--- src/rtl/fp_norm_round_unit_pkg.sv ---
// Shared types and constants for the FPU normalise-and-round stage.
//  rnd_mode_t   : IEEE rounding modes as encoded on the rnd_mode port.
//  norm_state_t : control states of the normalise/round sequencer.
//  EXP_MAX/EXP_BIAS : single-precision defaults (EXP_W = 8).
//  round_to_inf : decides whether an overflowed result saturates to infinity
//                 or to the largest finite magnitude.
package fp_norm_round_unit_pkg;

  typedef enum logic [1:0] {
    RND_RNE = 2'd0,
    RND_RTZ = 2'd1,
    RND_RUP = 2'd2,
    RND_RDN = 2'd3
  } rnd_mode_t;

  typedef enum logic [1:0] {
    S_IDLE  = 2'd0,
    S_NORM  = 2'd1,
    S_ROUND = 2'd2,
    S_OUT   = 2'd3
  } norm_state_t;

  localparam int EXP_MAX  = 255;
  localparam int EXP_BIAS = 127;

  // Overflow goes to infinity only when the mode rounds away from zero
  // in the direction of the result's sign (RNE always does).
  function automatic logic round_to_inf(input rnd_mode_t mode, input logic sign);
    logic inf_s;
    case (mode)
      RND_RNE: inf_s = 1'b1;
      RND_RTZ: inf_s = 1'b0;
      RND_RUP: inf_s = ~sign;
      RND_RDN: inf_s = sign;
      default: inf_s = 1'b1;
    endcase
    return inf_s;
  endfunction

endpackage

--- src/rtl/fp_norm_round_unit_round_inc.sv ---
// fp_round_inc: combinational rounding decision and fraction increment.
//  frac     in  MAN_W  truncated fraction (hidden bit excluded)
//  guard    in  1      first discarded bit
//  sticky   in  1      OR of all remaining discarded bits
//  sign     in  1      result sign (directed modes)
//  mode     in  2      rounding mode
//  frac_out out MAN_W  rounded fraction (all zero on carry-out)
//  carry    out 1      fraction overflowed into the exponent
//  inexact  out 1      any discarded bit was set
module fp_round_inc
  import fp_norm_round_unit_pkg::*;
#(
  parameter int MAN_W = 23
) (
  input  logic [MAN_W-1:0] frac,
  input  logic             guard,
  input  logic             sticky,
  input  logic             sign,
  input  rnd_mode_t        mode,
  output logic [MAN_W-1:0] frac_out,
  output logic             carry,
  output logic             inexact
);

  logic             inc_s;
  logic [MAN_W:0]   sum_s;

  // Round-up decision for each mode.
  always_comb begin
    inc_s = 1'b0;
    case (mode)
      RND_RNE: inc_s = guard & (sticky | frac[0]);
      RND_RTZ: inc_s = 1'b0;
      RND_RUP: inc_s = (guard | sticky) & ~sign;
      RND_RDN: inc_s = (guard | sticky) & sign;
      default: inc_s = 1'b0;
    endcase
  end

  assign sum_s    = {1'b0, frac} + {{MAN_W{1'b0}}, inc_s};
  assign frac_out = sum_s[MAN_W-1:0];
  assign carry    = sum_s[MAN_W];
  assign inexact  = guard | sticky;

endmodule

--- src/rtl/fp_norm_round_unit.sv ---
// fp_norm_round_unit: multi-cycle normalise-and-round stage after the
// significand multiplier. Normalises the raw product (one right shift or
// one left shift per cycle), rounds in one of four IEEE modes and flags
// overflow / underflow (flush to zero) / inexact.
//  clk, rst_n            clock, asynchronous active-low reset
//  in_valid/in_ready     operand handshake (ready only while idle)
//  product               unsigned PROD_W-bit significand product
//  exp_in                signed biased exponent sum, EXP_W+2 bits
//  sign_in, rnd_mode     result sign, rounding mode (sampled at accept)
//  out_valid/out_ready   result handshake; outputs held until taken
//  man_out, exp_out      rounded fraction, final biased exponent
//  sign_out              result sign
//  overflow, underflow, inexact  exception flags
module fp_norm_round_unit
  import fp_norm_round_unit_pkg::*;
#(
  parameter int MAN_W  = 23,
  parameter int EXP_W  = 8,
  parameter int PROD_W = 2 * (MAN_W + 1)
) (
  input  logic                    clk,
  input  logic                    rst_n,
  input  logic                    in_valid,
  output logic                    in_ready,
  input  logic [PROD_W-1:0]       product,
  input  logic signed [EXP_W+1:0] exp_in,
  input  logic                    sign_in,
  input  logic [1:0]              rnd_mode,
  output logic                    out_valid,
  input  logic                    out_ready,
  output logic [MAN_W-1:0]        man_out,
  output logic [EXP_W-1:0]        exp_out,
  output logic                    sign_out,
  output logic                    overflow,
  output logic                    underflow,
  output logic                    inexact
);

  localparam int XW = EXP_W + 2;
  localparam logic signed [XW-1:0] EXP_ZERO = {XW{1'b0}};
  localparam logic signed [XW-1:0] EXP_ONE  = XW'(1);
  localparam logic signed [XW-1:0] EXP_TOP  = XW'((1 << EXP_W) - 1);
  localparam logic [EXP_W-1:0]     EXP_INF  = {EXP_W{1'b1}};
  localparam logic [EXP_W-1:0]     EXP_MAXF = {{(EXP_W-1){1'b1}}, 1'b0};

  norm_state_t           state_q, state_d;
  logic [PROD_W-1:0]     prod_q, prod_d;
  logic signed [XW-1:0]  exp_q, exp_d;
  logic                  sign_q, sign_d;
  rnd_mode_t             mode_q, mode_d;
  logic                  sticky_q, sticky_d;   // bit lost by the right shift
  logic                  zero_q, zero_d;       // product was zero
  logic                  ufp_q, ufp_d;         // exponent floor hit while unnormalised
  logic                  in_ready_q, in_ready_d;
  logic                  out_valid_q, out_valid_d;
  logic [MAN_W-1:0]      man_q, man_d;
  logic [EXP_W-1:0]      expo_q, expo_d;
  logic                  signo_q, signo_d;
  logic                  ovf_q, ovf_d;
  logic                  unf_q, unf_d;
  logic                  inx_q, inx_d;

  logic [MAN_W-1:0]      rnd_frac_s;
  logic                  rnd_carry_s;
  logic                  rnd_inx_s;
  logic signed [XW-1:0]  exp_rnd_s;
  logic [MAN_W-1:0]      res_man_s;
  logic [EXP_W-1:0]      res_exp_s;
  logic                  res_ovf_s, res_unf_s, res_inx_s;

  // Binary point sits below bit PROD_W-2, so the stored fraction starts at PROD_W-3.
  fp_round_inc #(.MAN_W(MAN_W)) u_round_inc (
    .frac     (prod_q[PROD_W-3 -: MAN_W]),
    .guard    (prod_q[PROD_W-3-MAN_W]),
    .sticky   ((|prod_q[PROD_W-4-MAN_W:0]) | sticky_q),
    .sign     (sign_q),
    .mode     (mode_q),
    .frac_out (rnd_frac_s),
    .carry    (rnd_carry_s),
    .inexact  (rnd_inx_s)
  );

  assign exp_rnd_s = exp_q + XW'(rnd_carry_s);

  // Final result selection: zero bypass, overflow saturation, flush-to-zero, normal.
  always_comb begin
    res_man_s = {MAN_W{1'b0}};
    res_exp_s = {EXP_W{1'b0}};
    res_ovf_s = 1'b0;
    res_unf_s = 1'b0;
    res_inx_s = 1'b0;
    if (zero_q) begin
      res_man_s = {MAN_W{1'b0}};
    end else if (exp_rnd_s >= EXP_TOP) begin
      res_ovf_s = 1'b1;
      res_inx_s = 1'b1;
      if (round_to_inf(mode_q, sign_q)) begin
        res_exp_s = EXP_INF;
        res_man_s = {MAN_W{1'b0}};
      end else begin
        res_exp_s = EXP_MAXF;
        res_man_s = {MAN_W{1'b1}};
      end
    end else if ((exp_rnd_s <= EXP_ZERO) || ufp_q) begin
      res_unf_s = 1'b1;
      res_inx_s = 1'b1;
    end else begin
      res_man_s = rnd_frac_s;
      res_exp_s = exp_rnd_s[EXP_W-1:0];
      res_inx_s = rnd_inx_s;
    end
  end

  // Sequencer next-state and datapath next values.
  always_comb begin
    state_d     = state_q;
    prod_d      = prod_q;
    exp_d       = exp_q;
    sign_d      = sign_q;
    mode_d      = mode_q;
    sticky_d    = sticky_q;
    zero_d      = zero_q;
    ufp_d       = ufp_q;
    in_ready_d  = in_ready_q;
    out_valid_d = out_valid_q;
    man_d       = man_q;
    expo_d      = expo_q;
    signo_d     = signo_q;
    ovf_d       = ovf_q;
    unf_d       = unf_q;
    inx_d       = inx_q;
    case (state_q)
      S_IDLE: begin
        if (in_valid) begin
          prod_d     = product;
          exp_d      = exp_in;
          sign_d     = sign_in;
          mode_d     = rnd_mode_t'(rnd_mode);
          sticky_d   = 1'b0;
          zero_d     = 1'b0;
          ufp_d      = 1'b0;
          in_ready_d = 1'b0;
          state_d    = S_NORM;
        end else begin
          state_d    = S_IDLE;
        end
      end
      S_NORM: begin
        if (prod_q == {PROD_W{1'b0}}) begin
          zero_d   = 1'b1;
          state_d  = S_ROUND;
        end else if (prod_q[PROD_W-1]) begin
          prod_d   = prod_q >> 1;
          sticky_d = sticky_q | prod_q[0];
          exp_d    = exp_q + EXP_ONE;
          state_d  = S_ROUND;
        end else if (prod_q[PROD_W-2]) begin
          state_d  = S_ROUND;
        end else if (exp_q > EXP_ONE) begin
          prod_d   = prod_q << 1;
          exp_d    = exp_q - EXP_ONE;
        end else begin
          ufp_d    = 1'b1;
          state_d  = S_ROUND;
        end
      end
      S_ROUND: begin
        out_valid_d = 1'b1;
        man_d       = res_man_s;
        expo_d      = res_exp_s;
        signo_d     = sign_q;
        ovf_d       = res_ovf_s;
        unf_d       = res_unf_s;
        inx_d       = res_inx_s;
        state_d     = S_OUT;
      end
      S_OUT: begin
        if (out_ready) begin
          out_valid_d = 1'b0;
          in_ready_d  = 1'b1;
          state_d     = S_IDLE;
        end else begin
          state_d     = S_OUT;
        end
      end
      default: begin
        state_d = S_IDLE;
      end
    endcase
  end

  // State, datapath and output registers.
  always_ff @(posedge clk or negedge rst_n) begin
    if (!rst_n) begin
      state_q     <= S_IDLE;
      prod_q      <= {PROD_W{1'b0}};
      exp_q       <= EXP_ZERO;
      sign_q      <= 1'b0;
      mode_q      <= RND_RNE;
      sticky_q    <= 1'b0;
      zero_q      <= 1'b0;
      ufp_q       <= 1'b0;
      in_ready_q  <= 1'b1;
      out_valid_q <= 1'b0;
      man_q       <= {MAN_W{1'b0}};
      expo_q      <= {EXP_W{1'b0}};
      signo_q     <= 1'b0;
      ovf_q       <= 1'b0;
      unf_q       <= 1'b0;
      inx_q       <= 1'b0;
    end else begin
      state_q     <= state_d;
      prod_q      <= prod_d;
      exp_q       <= exp_d;
      sign_q      <= sign_d;
      mode_q      <= mode_d;
      sticky_q    <= sticky_d;
      zero_q      <= zero_d;
      ufp_q       <= ufp_d;
      in_ready_q  <= in_ready_d;
      out_valid_q <= out_valid_d;
      man_q       <= man_d;
      expo_q      <= expo_d;
      signo_q     <= signo_d;
      ovf_q       <= ovf_d;
      unf_q       <= unf_d;
      inx_q       <= inx_d;
    end
  end

  assign in_ready  = in_ready_q;
  assign out_valid = out_valid_q;
  assign man_out   = man_q;
  assign exp_out   = expo_q;
  assign sign_out  = signo_q;
  assign overflow  = ovf_q;
  assign underflow = unf_q;
  assign inexact   = inx_q;

endmodule

--- config.mk ---
export PLATFORM = sky130hd
export DESIGN_NAME = fp_norm_round_unit
export DESIGN_NICKNAME = d
export VERILOG_FILES = /design/src/rtl/fp_norm_round_unit_pkg.sv /design/src/rtl/fp_norm_round_unit_round_inc.sv /design/src/rtl/fp_norm_round_unit.sv
export SDC_FILE = /design/constraint.sdc
export NUM_CORES = 1
export LEC_CHECK = 0
export ABC_AREA = 1
export BUFFER_PORTS_ARGS = -buffer_cell sky130_fd_sc_hd__buf_4
export CORE_UTILIZATION = 50
export DETAILED_ROUTE_END_ITERATION = 8
export PLACE_DENSITY = 0.71
export SLEW_MARGIN = 15
export SYNTH_ARGS = -nofsm -noshare
export SYNTH_HDL_FRONTEND = slang
export SYNTH_SLANG_ARGS = --single-unit
--- constraint.sdc ---
create_clock -name clk -period 9.8 [get_ports clk]
set_input_delay 0.98 -clock clk [delete_from_list [all_inputs] [get_ports clk]]
set_output_delay 0.98 -clock clk [all_outputs]
set_load 0.02 [all_outputs]
Yosys cells after proc, flatten, opt, wreduce, memory -nomap -nowiden --
Cells that the tools add are included.
Cells by class: multiplexer cells 54, bitwise operators 8, magnitude comparators 3, reduce and logical (&&, ||, !) cells 16, equality and inequality tests 17, add/sub/neg operators 4
Operators by type and width (count):
- 47-bit two-way mux | 3
- 48-bit two-way mux | 2
- 48-bit one-hot mux with 2 select lines | 1
- 23-bit two-way mux | 4
- 10-bit two-way mux | 5
- 48-bit zero test | 1
- 23-bit by 1-bit adder with 24-bit output | 1
- 8-bit two-way mux | 3
- 1-bit two-way mux | 22
- 22-bit OR reduction | 1
- 10-bit one-hot mux with 2 select lines | 1
- 2-bit inequality test, second input constant | 8
- 10-bit by 1-bit adder with 10-bit output | 1
- 10-bit by 2-bit adder with 10-bit output, second input constant | 1
- 10-bit by 9-bit >= comparator with 1-bit output, second input constant | 1
- 10-bit by 2-bit greater-than comparator with 1-bit output, second input constant | 1
- 10-bit by 1-bit <= comparator with 1-bit output, second input constant | 1
- 2-bit two-way mux | 5
- 1-bit one-hot mux with 2 select lines | 5
- 10-bit by 2-bit subtractor with 10-bit output, second input constant | 1
- 3-bit AND reduction | 3
- 2-bit == test, second input constant | 4
- 1-bit one-hot mux with 4 select lines | 2
- 2-bit one-hot mux with 4 select lines | 1
- 13 further kinds | 24
Storage, ports and cells: flip-flop bits (word level) 103, output and inout bits 37

Logic depth before layout (Yosys ltp) --
depth after elaboration 13, gate-level depth with buffers 28, gate-level depth less buffers 27

Cells and area by module --
Synthesis repeated with hierarchy kept, for this count alone.
Unflattened totals: cell total of the unflattened synthesis 1077, area total of the unflattened synthesis 7248.2 um^2
Modules (own cells, without submodules):
- fp_norm_round_unit | cells an instance 963, area an instance 6542.5 um^2, sequential area each 2578.7 um^2, instances 1
- fp_round_inc | cells an instance 114, area an instance 705.7 um^2, sequential area each 0.0 um^2, instances 1

Least setup slack after synthesis --
Ideal clock, no wire load.
path type register -> register, start register prod_q[0], end register man_q[14], in the netlist man_out[14], period minus slack after synthesis 3.206 ns, stages on the path, launching flop included 25, setup slack 6.594 ns, setup time 0.118 ns, buffers on the path 1, arrival 3.088 ns, cell sequence dfrtp_1 nor2_1 nor3b_1 nand3_1 nor2_1 nand3_1 nand2_1 nand2_1 ha_1 nand3_1 nor2_1 nand4_1 nor2_1 ha_1 ha_1 or2_2 nor2_1 nand2_1 nor2_1 nand3_2 buf_2 nand3_1 nand2_1 nand3_1 nand2_1
Between the ends: longest elaborated chain between the ends 12, elaborated cells on any way between the ends 16
RTL lines:
- from (decl) | RTL line fp_norm_round_unit.sv:47 | logic [PROD_W-1:0] prod_q, prod_d;
- from (signal assigned) | RTL line fp_norm_round_unit.sv:196 | prod_q <= {PROD_W{1'b0}};
- from (signal assigned) | RTL line fp_norm_round_unit.sv:213 | prod_q <= prod_d;
- 22-bit OR reduction (*) | RTL line fp_norm_round_unit.sv:75 | .sticky ((|prod_q[PROD_W-4-MAN_W:0]) | sticky_q),
- 1-bit bitwise OR (*) | RTL line fp_norm_round_unit.sv:75
- 1-bit bitwise OR, on equally long branches | RTL line fp_norm_round_unit_round_inc.sv:34, fp_norm_round_unit_round_inc.sv:35, fp_norm_round_unit_round_inc.sv:32
- 1-bit AND, on equally long branches | RTL line fp_norm_round_unit_round_inc.sv:35, fp_norm_round_unit_round_inc.sv:32, fp_norm_round_unit_round_inc.sv:34
- 1-bit one-hot mux with 4 select lines (*) | RTL line fp_norm_round_unit_round_inc.sv:31 | case (mode)
- 23-bit by 1-bit adder with 24-bit output (*) | RTL line fp_norm_round_unit_round_inc.sv:40 | assign sum_s = {1'b0, frac} + {{MAN_W{1'b0}}, inc_s};
- 10-bit by 1-bit adder with 10-bit output | RTL line fp_norm_round_unit.sv:83 | assign exp_rnd_s = exp_q + XW'(rnd_carry_s);
- 10-bit by 1-bit <= comparator with 1-bit output | RTL line fp_norm_round_unit.sv:104 | end else if ((exp_rnd_s <= EXP_ZERO) || ufp_q) begin
- 1-bit logical OR | RTL line fp_norm_round_unit.sv:104
- 23-bit two-way mux | RTL line fp_norm_round_unit.sv:104
- 23-bit two-way mux (*) | RTL line fp_norm_round_unit.sv:94 | end else if (exp_rnd_s >= EXP_TOP) begin
- 23-bit two-way mux (*) | RTL line fp_norm_round_unit.sv:92 | if (zero_q) begin
- to (signal assigned) | RTL line fp_norm_round_unit.sv:205 | man_q <= {MAN_W{1'b0}};
- to (signal assigned) | RTL line fp_norm_round_unit.sv:222 | man_q <= man_d;
- to (decl) | RTL line fp_norm_round_unit.sv:56 | logic [MAN_W-1:0] man_q, man_d;
Every way passes the cells marked *; elsewhere a longest branch is shown, timed or not. A chain may end at the register's enable or synchronous reset.

Worst setup path after layout --
start register prod_q[0], end register expo_q[3], in the netlist exp_out[3]
Between the ends: longest elaborated chain between the ends 12, elaborated cells on any way between the ends 16
RTL lines:
- 22-bit OR reduction (*) | RTL line fp_norm_round_unit.sv:75
- 1-bit bitwise OR (*) | RTL line fp_norm_round_unit.sv:75
- 1-bit bitwise OR, on equally long branches | RTL line fp_norm_round_unit_round_inc.sv:34, fp_norm_round_unit_round_inc.sv:35, fp_norm_round_unit_round_inc.sv:32
- 1-bit AND, on equally long branches | RTL line fp_norm_round_unit_round_inc.sv:35, fp_norm_round_unit_round_inc.sv:32, fp_norm_round_unit_round_inc.sv:34
- 1-bit one-hot mux with 4 select lines (*) | RTL line fp_norm_round_unit_round_inc.sv:31
- 23-bit by 1-bit adder with 24-bit output (*) | RTL line fp_norm_round_unit_round_inc.sv:40
- 10-bit by 1-bit adder with 10-bit output (*) | RTL line fp_norm_round_unit.sv:83
- 10-bit by 1-bit <= comparator with 1-bit output | RTL line fp_norm_round_unit.sv:104
- 1-bit logical OR | RTL line fp_norm_round_unit.sv:104
- 8-bit two-way mux | RTL line fp_norm_round_unit.sv:104
- 8-bit two-way mux (*) | RTL line fp_norm_round_unit.sv:94
- 8-bit two-way mux (*) | RTL line fp_norm_round_unit.sv:92
- to (signal assigned) | RTL line fp_norm_round_unit.sv:206 | expo_q <= {EXP_W{1'b0}};
- to (signal assigned) | RTL line fp_norm_round_unit.sv:223 | expo_q <= expo_d;
- to (decl) | RTL line fp_norm_round_unit.sv:57 | logic [EXP_W-1:0] expo_q, expo_d;
Marks and branches as above.

==> run metrics <==
Lkg Pwr 4.12 nW; clock latency on the worst-skew pair 0.36 ns; FILL cells 1443; post-CTS sizing 0; Max Buffers Root-to-Sink 2; Max Clock Skew 0.00892 ns; FF-to-FF Start prod_q[0]; Post-Place Cell Area 7860 µm²; share of post-route cells with drive strength above 1 16.2%; DP HPWL 12900 µm; combinational family with the most area after synthesis simple AND/OR/NAND/NOR gates; hold slack 0.478 ns; total power 2.83 mW; chip width 122 µm; P_int 1.39 mW; first-pass GRT wire length 31700 µm; Synth Instances 1101; Crit path arrival time 4.18 ns; Max Cap Viol 0; largest net degree at the start of global routing 97; Placer Congestion 0.897; Area Overhead vs Synth 13.4%; CTS Buf Count 9; min-delay src man_out[19]; Diodes inserted 0; Core ar. 14000 µm²; Sink Count 103; Sw Pwr 1.44 mW; final-report hold violation count 0; xor/xnor share of the synthesized area 1.82%; fin area 8170 µm²; largest cells by area after synthesis dfrtp_1, nand2_1, nand3_1; worst slew pin tran 1.15 ns; mapped cell area 7200 µm²; sequential power share 31.4%; Synth top area share 35.4%; Via-to-Cell Ratio 5.40; RSZ-0062 raised after global routing no; Die Height 122 µm; initial antenna violation count 0; Slew HR 23.5%; Synth Area in Adders 1.22%; fin util 58.4%; wire per inst 14.3 µm; Die ar. 14900 µm²; Total Wirelength 19000 µm; TritonCTS clock tree built; post-synthesis mux area share 0.139%; Worst Path Required 10.03 ns; worst hold-check path type flop to flop; Ports 102; clock tree root buffer cell clkbuf_16; PortBufs 101; compound-cell area share of the yosys netlist 10.1%; Critical Path Fanout Max 25; #FFs+latches synth 103; fin crit period 3.94 ns; total track usage 26.9%; endpoint type of the worst setup path flop; final net count 1212; Max Fclk 254 MHz; post-synth net total 1173; DRC viols 0; Setup Viol. Count Final 0; initial core utilization 51.5%; Crit. Startpoint prod_q[0]; clock power share 13.4%; Reg clk slew, reported paths 0.07 ns; Mean Syn Cell Area 6.54 µm²; routed vias 7149; vias in the first global route 6397; First-pass DRT Iterations 5; Antenna Nets Post-Route 0; Logic pwr share 55.2%; final setup TNS 0 ns; Startpoint Class flop; # Post-CTS Setup Buffers 0; switching share of power 51.0%; period utilization 40.2%; pwr dens 346 nW/µm²; # rows 43; status finished, final reports clean; grt total ovfl 0; Crit Path Class flop to flop; leading area contributor after synthesis dfrtp_1; sequential area share after synthesis 35.8%; initial DRC count 688; max-slew violations 0; H-tree depth 3; Post-Synth Simple-Gate Area 42.0%; Netlist cell types 33; CTS Hold Bufs 0; peak supply drop 0.000152 V; YS warnings 0
[worst max-delay path, cell delays in order, from the launching register on]
cell	delay, ns
dfrtp_1	0.42
nor2_1	0.10
nor3b_1	0.17
nand3_1	0.10
nor2_1	0.28
nand3_1	0.15
nand2_1	0.09
nand2_1	0.06
ha_1	0.22
nand3_1	0.10
nor2_1	0.08
nand4_1	0.07
nor2_1	0.06
ha_1	0.20
ha_1	0.32
or2_2	0.28
nor2_1	0.10
nand2_1	0.06
nor2_1	0.11
nand3_2	0.38
nand2_1	0.21
inv_1	0.10
nand3_1	0.08
nand3_1	0.08
[registers in the layout (all words and copies together) (netlist names)]
signal,flops
exp_out,8
underflow,1
state_q,2
sign_q,1
man_out,23
zero_q,1
in_ready,1
ufp_q,1
out_valid,1
inexact,1
exp_q,10
prod_q,48
overflow,1
sticky_q,1
sign_out,1
mode_q,2
[layer usage]
layer / vias up / routed length (µm) / global-route usage (%)
met1: 3248 / 9520 / 40.3
met3: 16 / 973 / 3.04
met4: 0 / 244 / 8.33
met2: 219 / 8280 / 40.2
met5: - / 0 / 0
li1: 3666 / - / -
[metrics by stage]
step	instances	worst slack, ns
floorplan	1101	6.59
global placement	1309	5.98
detailed placement	1309	5.88
CTS	1325	5.87
global route	1325	5.40
finish	1325	5.86
[Yosys cell counts (all sizes together)]
| library cell | n |
|---|---|
| a21boi | 1 |
| a21o | 1 |
| a21oi | 50 |
| a22oi | 1 |
| a31oi | 1 |
| buf | 36 |
| clkbuf | 44 |
| dfrtp | 102 |
| dfstp | 1 |
| ha | 7 |
| inv | 68 |
| mux2i | 1 |
| nand2 | 354 |
| nand3 | 147 |
| nand4 | 46 |
| nor2 | 90 |
| nor3 | 7 |
| nor3b | 1 |
| nor4 | 1 |
| o21ai | 89 |
| or2 | 38 |
| xnor2 | 2 |
| xor2 | 13 |
[kinds of logic after synthesis]
group	count (synthesis)
simple gates	684
buf+inv	148
compound gates	143
flops	103
xor+xnor	15
fa+ha+maj	7
mux	1
[power groups by stage]
stage	combinational (mW)	clock [mW]	sequential, mW
after floorplan	1.24	0	0.830
after global placement	1.54	0	0.882
after detailed placement	1.56	0	0.888
after CTS	1.57	0.386	0.881
after global routing	1.79	0.401	0.918
final	1.56	0.378	0.889
[cell type report]
cell class	instances	area (µm²)	area share, %
clock buffer	13	270	3.31
clock inverter	3	40.0	0.490
inverter	68	255	3.12
multi-input combinational	850	3990	48.8
sequential	103	2580	31.6
tap	180	225	2.76
timing repair buffer	108	811	9.92
[final timing paths]
| kind | to | slack [ns] | cells past startpoint |
|---|---|---|---|
| max | exp_out[3] | 5.86 | 23 |
| min | man_out[19] | 0.48 | 2 |
| max reg2reg | exp_out[3] | 5.86 | 23 |
| min reg2reg | man_out[19] | 0.48 | 2 |
| max in group asynchronous | prod_q[47] | 7.94 | 2 |
| min in group asynchronous | exp_q[6] | 0.58 | 1 |
[cells in the final DEF, fill, tap and decap left out, types with 6 or more instances in the layout]
cell       synthesis  layout
inv_1             64      63
ha_1               7       7
buf_4              6     108
clkbuf_16          0       9
or2_2             38      38
nor2_1            85      83
nand2_1          347     347
nor3_1             6       6
nand4_1           46      46
a21oi_1           50      50
xor2_1            13      13
o21ai_0           89      89
nand2_2            7       7
dfrtp_1          102     101
nand3_1          145     145
(Power assumes the default switching activity.)
